==> src/rtl/uart_frame_tx_pkg.sv <==
// uart_frame_tx_pkg
//   Shared definitions for the 8-byte UART command/status frame: frame
//   geometry, status header value, FSM state encodings and the additive
//   checksum used by both the transmitter and the frame receiver.
package uart_frame_tx_pkg;

   localparam int         FRAME_BYTES   = 8;
   localparam int         PAYLOAD_BYTES = FRAME_BYTES - 1;
   localparam logic [7:0] HDR_STATUS    = 8'h07;

   typedef enum logic [2:0] {
      FRM_IDLE,
      FRM_LOAD,
      FRM_SEND,
      FRM_WAIT,
      FRM_DONE
   } frm_state_t;

   typedef enum logic [1:0] {
      SER_IDLE,
      SER_START,
      SER_DATA,
      SER_STOP
   } ser_state_t;

   // 8-bit wrapping sum of the seven payload bytes; carries are discarded.
   function automatic logic [7:0] frame_checksum(input logic [8*PAYLOAD_BYTES-1:0] payload);
      logic [7:0] sum;
      sum = 8'h00;
      for (int k = 0; k < PAYLOAD_BYTES; k++) begin
         sum = sum + payload[8*k +: 8];
      end
      return sum;
   endfunction

endpackage

==> src/rtl/uart_frame_tx_byte.sv <==
// uart_byte_tx
//   8N1 byte serialiser. A one-cycle pi_flag in idle loads pi_data and sends
//   start bit, 8 data bits LSB first, stop bit; each bit lasts BAUD_CNT_MAX
//   clocks. tx is registered.
//   Ports:
//     sys_clk, sys_rst_n   clock, async active-low reset
//     pi_data[7:0]         byte to send (sampled with pi_flag)
//     pi_flag              load strobe, honoured only when idle
//     busy                 serialiser not idle
//     done                 high in the last clock of the stop bit
//     tx                   serial line, idles high
//
//   state     | meaning
//   SER_IDLE  | line high, waiting for pi_flag
//   SER_START | driving start bit (0)
//   SER_DATA  | driving data bit r_bit_idx
//   SER_STOP  | driving stop bit (1)
module uart_byte_tx
   import uart_frame_tx_pkg::*;
#(
   parameter int unsigned BAUD_CNT_MAX = 5208
) (
   input  logic       sys_clk,
   input  logic       sys_rst_n,
   input  logic [7:0] pi_data,
   input  logic       pi_flag,
   output logic       busy,
   output logic       done,
   output logic       tx
);

   localparam int unsigned CW = (BAUD_CNT_MAX > 1) ? $clog2(BAUD_CNT_MAX) : 1;

   ser_state_t    r_state;
   ser_state_t    w_state_nxt;
   logic [CW-1:0] r_baud_cnt;
   logic [2:0]    r_bit_idx;
   logic [7:0]    r_shift;
   logic          r_tx;
   logic          w_baud_wrap;
   logic          w_tx_nxt;

   assign w_baud_wrap = (r_baud_cnt == CW'(BAUD_CNT_MAX - 1));

   always_ff @(posedge sys_clk or negedge sys_rst_n) begin
      if (!sys_rst_n) r_state <= SER_IDLE;
      else            r_state <= w_state_nxt;
   end

   always_comb begin
      w_state_nxt = r_state;
      w_tx_nxt    = 1'b1;
      unique case (r_state)
         SER_IDLE:  if (pi_flag) w_state_nxt = SER_START;
         SER_START: if (w_baud_wrap) w_state_nxt = SER_DATA;
         SER_DATA:  if (w_baud_wrap && (r_bit_idx == 3'd7)) w_state_nxt = SER_STOP;
         SER_STOP:  if (w_baud_wrap) w_state_nxt = SER_IDLE;
         default:   w_state_nxt = SER_IDLE;
      endcase
      // The shifter moves at the same edge tx updates, so when staying in
      // DATA across a wrap the next bit is still at r_shift[1].
      case (w_state_nxt)
         SER_START: w_tx_nxt = 1'b0;
         SER_DATA:  w_tx_nxt = (r_state == SER_DATA && w_baud_wrap) ? r_shift[1] : r_shift[0];
         default:   w_tx_nxt = 1'b1;
      endcase
   end

   always_ff @(posedge sys_clk or negedge sys_rst_n) begin
      if (!sys_rst_n) begin
         r_baud_cnt <= '0;
         r_bit_idx  <= '0;
         r_shift    <= '0;
         r_tx       <= 1'b1;
      end else begin
         r_tx <= w_tx_nxt;
         if (r_state == SER_IDLE || w_baud_wrap) r_baud_cnt <= '0;
         else                                    r_baud_cnt <= r_baud_cnt + CW'(1);
         if (r_state == SER_IDLE && pi_flag) r_shift <= pi_data;
         else if (r_state == SER_DATA && w_baud_wrap) r_shift <= {1'b0, r_shift[7:1]};
         if (r_state == SER_DATA && w_baud_wrap) r_bit_idx <= r_bit_idx + 3'd1;
      end
   end

   assign busy = (r_state != SER_IDLE);
   assign done = (r_state == SER_STOP) && w_baud_wrap;
   assign tx   = r_tx;

endmodule

==> src/rtl/uart_frame_tx.sv <==
// uart_frame_tx
//   Frame transmitter: latches a 7-byte payload, appends the additive
//   checksum as byte 7 and sends all 8 bytes back-to-back as 8N1.
//   Ports:
//     sys_clk, sys_rst_n   clock, async active-low reset
//     tx_start             one-cycle send request (ignored while tx_busy)
//     tx_frame[55:0]       payload, byte k at [8k+7:8k], byte 0 sent first
//     tx_busy              frame in progress
//     tx_done              one-cycle pulse after the last stop bit
//     tx                   serial line, idles high
//
//   state    | meaning
//   FRM_IDLE | waiting for tx_start
//   FRM_LOAD | checksum into buffer byte 7, byte index cleared
//   FRM_SEND | strobe buffer[byte_idx] into the serialiser
//   FRM_WAIT | waiting for serialiser done
//   FRM_DONE | tx_done pulse; a new tx_start is accepted here too
module uart_frame_tx
   import uart_frame_tx_pkg::*;
#(
   parameter  int unsigned UART_BPS     = 9600,
   parameter  int unsigned CLK_FREQ     = 50_000_000,
   localparam int unsigned BAUD_CNT_MAX = CLK_FREQ / UART_BPS
) (
   input  logic        sys_clk,
   input  logic        sys_rst_n,
   input  logic        tx_start,
   input  logic [55:0] tx_frame,
   output logic        tx_busy,
   output logic        tx_done,
   output logic        tx
);

   localparam logic [2:0] LAST_IDX = 3'(FRAME_BYTES - 1);

   frm_state_t  r_state;
   frm_state_t  w_state_nxt;
   logic [63:0] r_buf;
   logic [2:0]  r_byte_idx;
   logic        r_tx_busy;
   logic        r_tx_done;
   logic        w_accept;
   logic        w_ser_flag;
   logic        w_ser_busy;
   logic        w_ser_done;
   logic        w_ser_tx;
   logic [7:0]  w_ser_data;

   // tx_busy is already low in DONE, so a request there is a fresh acceptance.
   assign w_accept   = tx_start && (r_state == FRM_IDLE || r_state == FRM_DONE);
   assign w_ser_data = r_buf[{r_byte_idx, 3'b000} +: 8];

   always_ff @(posedge sys_clk or negedge sys_rst_n) begin
      if (!sys_rst_n) r_state <= FRM_IDLE;
      else            r_state <= w_state_nxt;
   end

   always_comb begin
      w_state_nxt = r_state;
      w_ser_flag  = 1'b0;
      unique case (r_state)
         FRM_IDLE: if (w_accept) w_state_nxt = FRM_LOAD;
         FRM_LOAD: w_state_nxt = FRM_SEND;
         FRM_SEND: begin
            if (!w_ser_busy) begin
               w_ser_flag  = 1'b1;
               w_state_nxt = FRM_WAIT;
            end
         end
         FRM_WAIT: begin
            if (w_ser_done) w_state_nxt = (r_byte_idx == LAST_IDX) ? FRM_DONE : FRM_SEND;
         end
         FRM_DONE: w_state_nxt = w_accept ? FRM_LOAD : FRM_IDLE;
         default:  w_state_nxt = FRM_IDLE;
      endcase
   end

   always_ff @(posedge sys_clk or negedge sys_rst_n) begin
      if (!sys_rst_n) begin
         r_buf      <= '0;
         r_byte_idx <= '0;
         r_tx_busy  <= 1'b0;
         r_tx_done  <= 1'b0;
      end else begin
         if (w_accept)                   r_buf        <= {8'h00, tx_frame};
         else if (r_state == FRM_LOAD)   r_buf[63:56] <= frame_checksum(r_buf[55:0]);
         if (r_state == FRM_LOAD) begin
            r_byte_idx <= '0;
         end else if (r_state == FRM_WAIT && w_ser_done && r_byte_idx != LAST_IDX) begin
            r_byte_idx <= r_byte_idx + 3'd1;
         end
         // Status outputs registered from next state so they never glitch.
         r_tx_busy <= (w_state_nxt == FRM_LOAD) || (w_state_nxt == FRM_SEND) ||
                      (w_state_nxt == FRM_WAIT);
         r_tx_done <= (w_state_nxt == FRM_DONE);
      end
   end

   uart_byte_tx #(
      .BAUD_CNT_MAX(BAUD_CNT_MAX)
   ) u_byte_tx (
      .sys_clk  (sys_clk),
      .sys_rst_n(sys_rst_n),
      .pi_data  (w_ser_data),
      .pi_flag  (w_ser_flag),
      .busy     (w_ser_busy),
      .done     (w_ser_done),
      .tx       (w_ser_tx)
   );

   assign tx_busy = r_tx_busy;
   assign tx_done = r_tx_done;
   assign tx      = w_ser_tx;

endmodule
==> config.mk <==
export PLATFORM = sky130hd
export DESIGN_NAME = uart_frame_tx
export DESIGN_NICKNAME = d
export VERILOG_FILES = /design/src/rtl/uart_frame_tx_pkg.sv /design/src/rtl/uart_frame_tx_byte.sv /design/src/rtl/uart_frame_tx.sv
export SDC_FILE = /design/constraint.sdc
export NUM_CORES = 1
export LEC_CHECK = 0
export CORE_ASPECT_RATIO = 0.5
export CORE_MARGIN = 3
export CORE_UTILIZATION = 30
export CTS_CLUSTER_SIZE = 14
export DETAILED_ROUTE_END_ITERATION = 12
export PLACE_DENSITY_LB_ADDON = 0.2
export REMOVE_ABC_BUFFERS = 1
export SYNTH_ARGS = -nofsm -noshare
export SYNTH_HDL_FRONTEND = slang
export SYNTH_SLANG_ARGS = --single-unit
==> constraint.sdc <==
create_clock -name sys_clk -period 8.95 [get_ports sys_clk]
set_input_delay 2.685 -clock sys_clk [delete_from_list [all_inputs] [get_ports sys_clk]]
set_output_delay 2.685 -clock sys_clk [all_outputs]
set_load 0.1 [all_outputs]
# Yosys cells after proc, flatten, opt, wreduce, memory -nomap -nowiden
# Cells that the tools add are included.
[classes] reduce_logical=17 n_eq_ne=17 n_mux=22 add_sub_neg=9 shifts=1
[ops] cell="indexed part select 64 x 7 -> 8 bit" n=1
[ops] cell="adder 8 bit" n=6
[ops] cell="2-to-1 mux 8 bit" n=4
[ops] cell="2-to-1 mux 3 bit" n=6
[ops] cell="case mux 3 bit (5 select lines)" n=1
[ops] cell="adder 13 x 1 -> 13 bit, second input constant" n=1
[ops] cell="equality test 13 bit, second input constant" n=1
[ops] cell="2-to-1 mux 13 bit" n=1
[ops] cell="equality test 3 x 2 -> 1 bit, second input constant" n=4
[ops] cell="equality test 3 bit, second input constant" n=4
[ops] cell="2-to-1 mux 2 bit" n=4
[ops] cell="case mux 2 bit (4 select lines)" n=1
[ops] cell="nonzero test 2 bit" n=4
[ops] cell="logical AND 1 bit" n=7
[ops] cell="adder 3 x 1 -> 3 bit, second input constant" n=2
[ops] cell="equality test 2 bit, second input constant" n=3
[ops] cell="equality test 3 x 1 -> 1 bit, second input constant" n=2
[ops] cell="equality test 2 x 1 -> 1 bit, second input constant" n=2
[ops] cell="logical OR 1 bit" n=4
[ops] cell="2-to-1 mux 1 bit" n=4
[ops] cell="logical NOT 3 bit" n=1
[ops] cell="inequality test 3 bit, second input constant" n=1
[ops] cell="logical NOT 2 bit" n=1
[ops] cell="case mux 1 bit (2 select lines)" n=1
[word_totals] reg_bits=99 out_inout_bits=3 wordCells=77 inputBits=59

# Longest topological paths before layout
[logic_depth] depth_word=8 ltp_mapped=15 ltp_nobuf=15

# Cells and area by module
# Synthesis repeated with hierarchy kept, for this count alone.
[hier_totals] cells_unflattened=487 area_unflattened_um2=5641.7
[by_module_without_submodules] module="uart_frame_tx" n_inst=1 seq_area_each_um2=1801.7 area_per_inst_um2=4324.1 cells_each=362
[by_module_without_submodules] module="uart_byte_tx" n_inst=1 seq_area_each_um2=676.9 area_per_inst_um2=1317.5 cells_each=125

# Worst setup path before layout
# OpenSTA, ideal clock, no wires.
[synth_timing] path_kind="flip-flop to flip-flop" startpoint="register r_buf[2]" endpoint="register r_buf[63]" arrival_time_ps=3821 path_stages_with_launch=16 setup_time_ps=121 period_less_slack_ps=3942 n_path_buf=0 t_required_ps=8829 setup_slack_ps=5008 path_cell_list="dfrtp_1 -> inv_1 -> fa_1 -> inv_1 -> fa_1 -> fa_1 -> inv_1 -> fa_1 -> inv_1 -> fa_1 -> a21o_1 -> a21oi_1 -> nand2b_1 -> o2bb2ai_1 -> xnor2_1 -> a22o_1"
[synth_between] elab_chain_cells=8
[synth_rtl] item="from (decl)" line_no="uart_frame_tx.sv:38" rtl="logic [63:0] r_buf;"
[synth_rtl] item="from (signal assigned)" line_no="uart_frame_tx.sv:85" rtl="if (w_accept) r_buf <= {8'h00, tx_frame};"
[synth_rtl] item="adder 8 bit (6 in a row)" line_no="uart_frame_tx_pkg.sv:31" rtl="sum = sum + payload[8*k +: 8];"
[synth_rtl] item="2-to-1 mux 8 bit" line_no="uart_frame_tx.sv:86" rtl="else if (r_state == FRM_LOAD) r_buf[63:56] <= frame_checksum(r_buf[55:0]);"
[synth_rtl] item="2-to-1 mux 8 bit" line_no="uart_frame_tx.sv:85"
# Every way passes these cells. The select of a mux whose other input is x is not followed.
# A chain may end at the register's enable or synchronous reset.

# Worst setup path in the final report
[layout_timing] startpoint="register u_byte_tx.r_tx, in the netlist u_byte_tx.tx" endpoint="output tx"
[layout_lines] item="from (decl)" line_no="uart_frame_tx_byte.sv:39" rtl="logic r_tx;"
[layout_lines] item="from (signal assigned)" line_no="uart_frame_tx_byte.sv:76" rtl="r_tx <= w_tx_nxt;"
[layout_lines] item="to (decl)" line_no="uart_frame_tx.sv:31" rtl="output logic tx"
# No word-level cell between the ends.

==> impl_metrics.ini <==
[setup_path]
rr_startpoint = r_buf[2]$_DFFE_PN0P_
cp.required_ps = 6270
cp_slowest_cell = clkdlybuf4s50_1
timing.rr.end = r_buf[63]$_DFFE_PN0P_
cp.arrival_ps = 1990
criticalPathCategory = flip-flop to primary output
cp-start-kind = flip-flop
end_kind = primary output
worstSetupStartpoint = u_byte_tx.tx$_DFF_PN1_
path_cells = clkdlybuf4s50_1
path_delay_family = buffers and inverters
cp_max_fo = 1
slowest_delay_ps = 1130
r2r_slack_ps = 4760
rr_worst_depth = 15
cp_num_buf_inv = 1

[cts]
cts_hold_buf = 0
tritoncts = yes
clock_latency_ps = 340
cts_resized = 0
htreeDepth = 3
clk_path_buf_depth = 2
cts_num_sinks = 99
clk_pin_slew_ps = 70
post-cts-setup-buffers = 0
numCtsBuffers = 9
clockRootBuffer = clkbuf_16

[global_routing]
first_global_vias = 3897
grtUsageTotal = 0.122
antenna_found_initial = 0
grt_overflow_total = 0
grt_max_degree = 67
grt_pass1_wl_um = 19700

[timing]
min_period_ps = 4680
fmax_mhz = 214
rsz0062_at_grt = false
finalSetupTns_ps = 0
period_share = 0.522
setup_violations = 0
hold_viol_final = 0
slew_viol_final = 0
slew_headroom = 0.311
skew_ps = 8.22
worstMarginPinSlew_ps = 1020

[yosys]
synth_cells = 487
synth.distinct_cells = 48
synth_seq_cells = 99
async_flop_share = 1.00
yosys_warnings = 0
ys.flop_type = dfrtp_1
syn_area_per_cell_sq_um = 11.5
synth-edff-count = 0
syn_area_sq_mm = 0.00562
yosysSeqAreaShare = 0.441

[drt]
ant_nets = 0
vias_per_cell = 4.59
wl_met1_um = 5600
wl_um = 11300
drtIter0Drc = 135
wire_per_inst_um = 14.5
drt_first_pass_iters = 4
met3_length_um = 329
vias = 3582
drc = 0
routed-wl-met2_um = 5290
top_layer = met4

[layout]
mostFrequentLayoutCell = dfrtp_1
area_growth_syn_to_layout_pct = 20.1
drive_gt1_frac = 0.136
nNetsFinal = 646
mostFrequentLayoutCells = 98 x dfrtp_1, 67 x inv_1, 60 x clkdlybuf4s50_1
antenna_cells = 0
final_area_sq_mm = 0.00674
fill_cells = 1767
utilization = 0.377

[die]
initial_utilization = 0.314
ioPinCount = 62
die_y_um = 103
rows = 34
dieArea_sq_mm = 0.0205
die_w_um = 199
core_area_sq_mm = 0.0179

[min_path]
min_from = u_byte_tx.r_baud_cnt[0]$_DFF_PN0_
min_to = u_byte_tx.r_baud_cnt[0]$_DFF_PN0_
hp-class = flip-flop to flip-flop
hold_depth = 1

[placed_design]
dpl_cell_area_sq_mm = 0.00645
io_buffers = 61
gp_congestion = 0.699
dpl.hpwl_um = 8280

[run_status]
status = finished clean

[pwr]
irDropWorstVdd_uv = 82.8
powerDensity_mw_per_mm2 = 128
p_leak_nw = 3.17
total_power_w = 0.000861

[job]
maxCapViolations = 0
-- final cells by class --
| class | count | area, sq um | area share |
|---|---|---|---|
| Clock buffer | 12 | 256 | 0.0380 |
| Clock inverter | 4 | 33.8 | 0.00501 |
| Inverter | 67 | 251 | 0.0373 |
| Multi-Input combinational cell | 298 | 2780 | 0.413 |
| Sequential cell | 99 | 2480 | 0.368 |
| Tap cell | 234 | 293 | 0.0434 |
| Timing Repair Buffer | 66 | 646 | 0.0958 |
-- where the power goes --
part           switching (W)  internal, W  total [W]
combinational      0.0000129    0.0000223  0.0000352
clock               0.000173     0.000206   0.000379
sequential                 0     0.000447   0.000447
-- flip-flops by register name, summed over array words and instances (netlist names) --
signal                count
r_buf                    64
u_byte_tx.r_baud_cnt     13
u_byte_tx.r_shift         8
r_byte_idx                3
r_state                   3
u_byte_tx.r_bit_idx       3
u_byte_tx.r_state         2
tx_busy                   1
tx_done                   1
u_byte_tx.tx              1
-- cells by family (layout without fill, tap and decap cells) --
logic type,Yosys count,after routing,share of synthesized area
AO/OA/AOI/OAI,67,67,0.0751
XOR/XNOR,29,29,0.0452
adder cells (fa/ha/maj),46,46,0.145
buffers and inverters,90,149,0.0631
flip-flops,99,99,0.441
multiplexers,55,55,0.140
AND/OR/NAND/NOR,101,101,0.0898
-- stage by stage --
step                      setup WS (ps)  hold slack (ps)  cells
after floorplan                    4100              453    464
after global placement             3980              468    764
after detailed placement           3970              474    764
after CTS                          4240              488    780
after global routing               4170              522    780
final                              4270              482    780
-- worst max path at each step --
stage	cells past startpoint	endpoint
2_1_floorplan	3	r_buf[59]$_DFFE_PN0P_
3_3_place_gp	5	r_buf[60]$_DFFE_PN0P_
3_5_place_dp	5	r_buf[59]$_DFFE_PN0P_
4_1_cts	1	tx
5_1_grt	5	r_buf[62]$_DFFE_PN0P_
6_report	1	tx
-- cells in the mapped netlist (all sizes together), types with 2 or more instances --
cell,n,area share
dfrtp,98,0.44
inv,67,0.045
nand2,40,0.027
fa,32,0.11
o21ai,32,0.029
mux2,29,0.058
nor2,26,0.019
xnor2,18,0.028
mux4,16,0.064
ha,14,0.031
clkbuf,12,0.0080
a21oi,11,0.0098
buf,11,0.010
xor2,11,0.017
mux2i,10,0.018
nand3,8,0.0071
a22o,7,0.011
a211oi,4,0.0053
and3,4,0.0045
nor2b,4,0.0045
nand2b,3,0.0033
nand4b,3,0.0047
o211a,3,0.0053
a21o,2,0.0027
nand4bb,2,0.0040
-- per-layer routing --
| metal | vias up | track usage |
|---|---|---|
| li1 | 1731 | - |
| met3 | 10 | 0.0320 |
| met1 | 1816 | 0.171 |
| met5 | - | 0 |
| met4 | 0 | 0.0289 |
| met2 | 25 | 0.193 |
(Power assumes the default switching activity.)
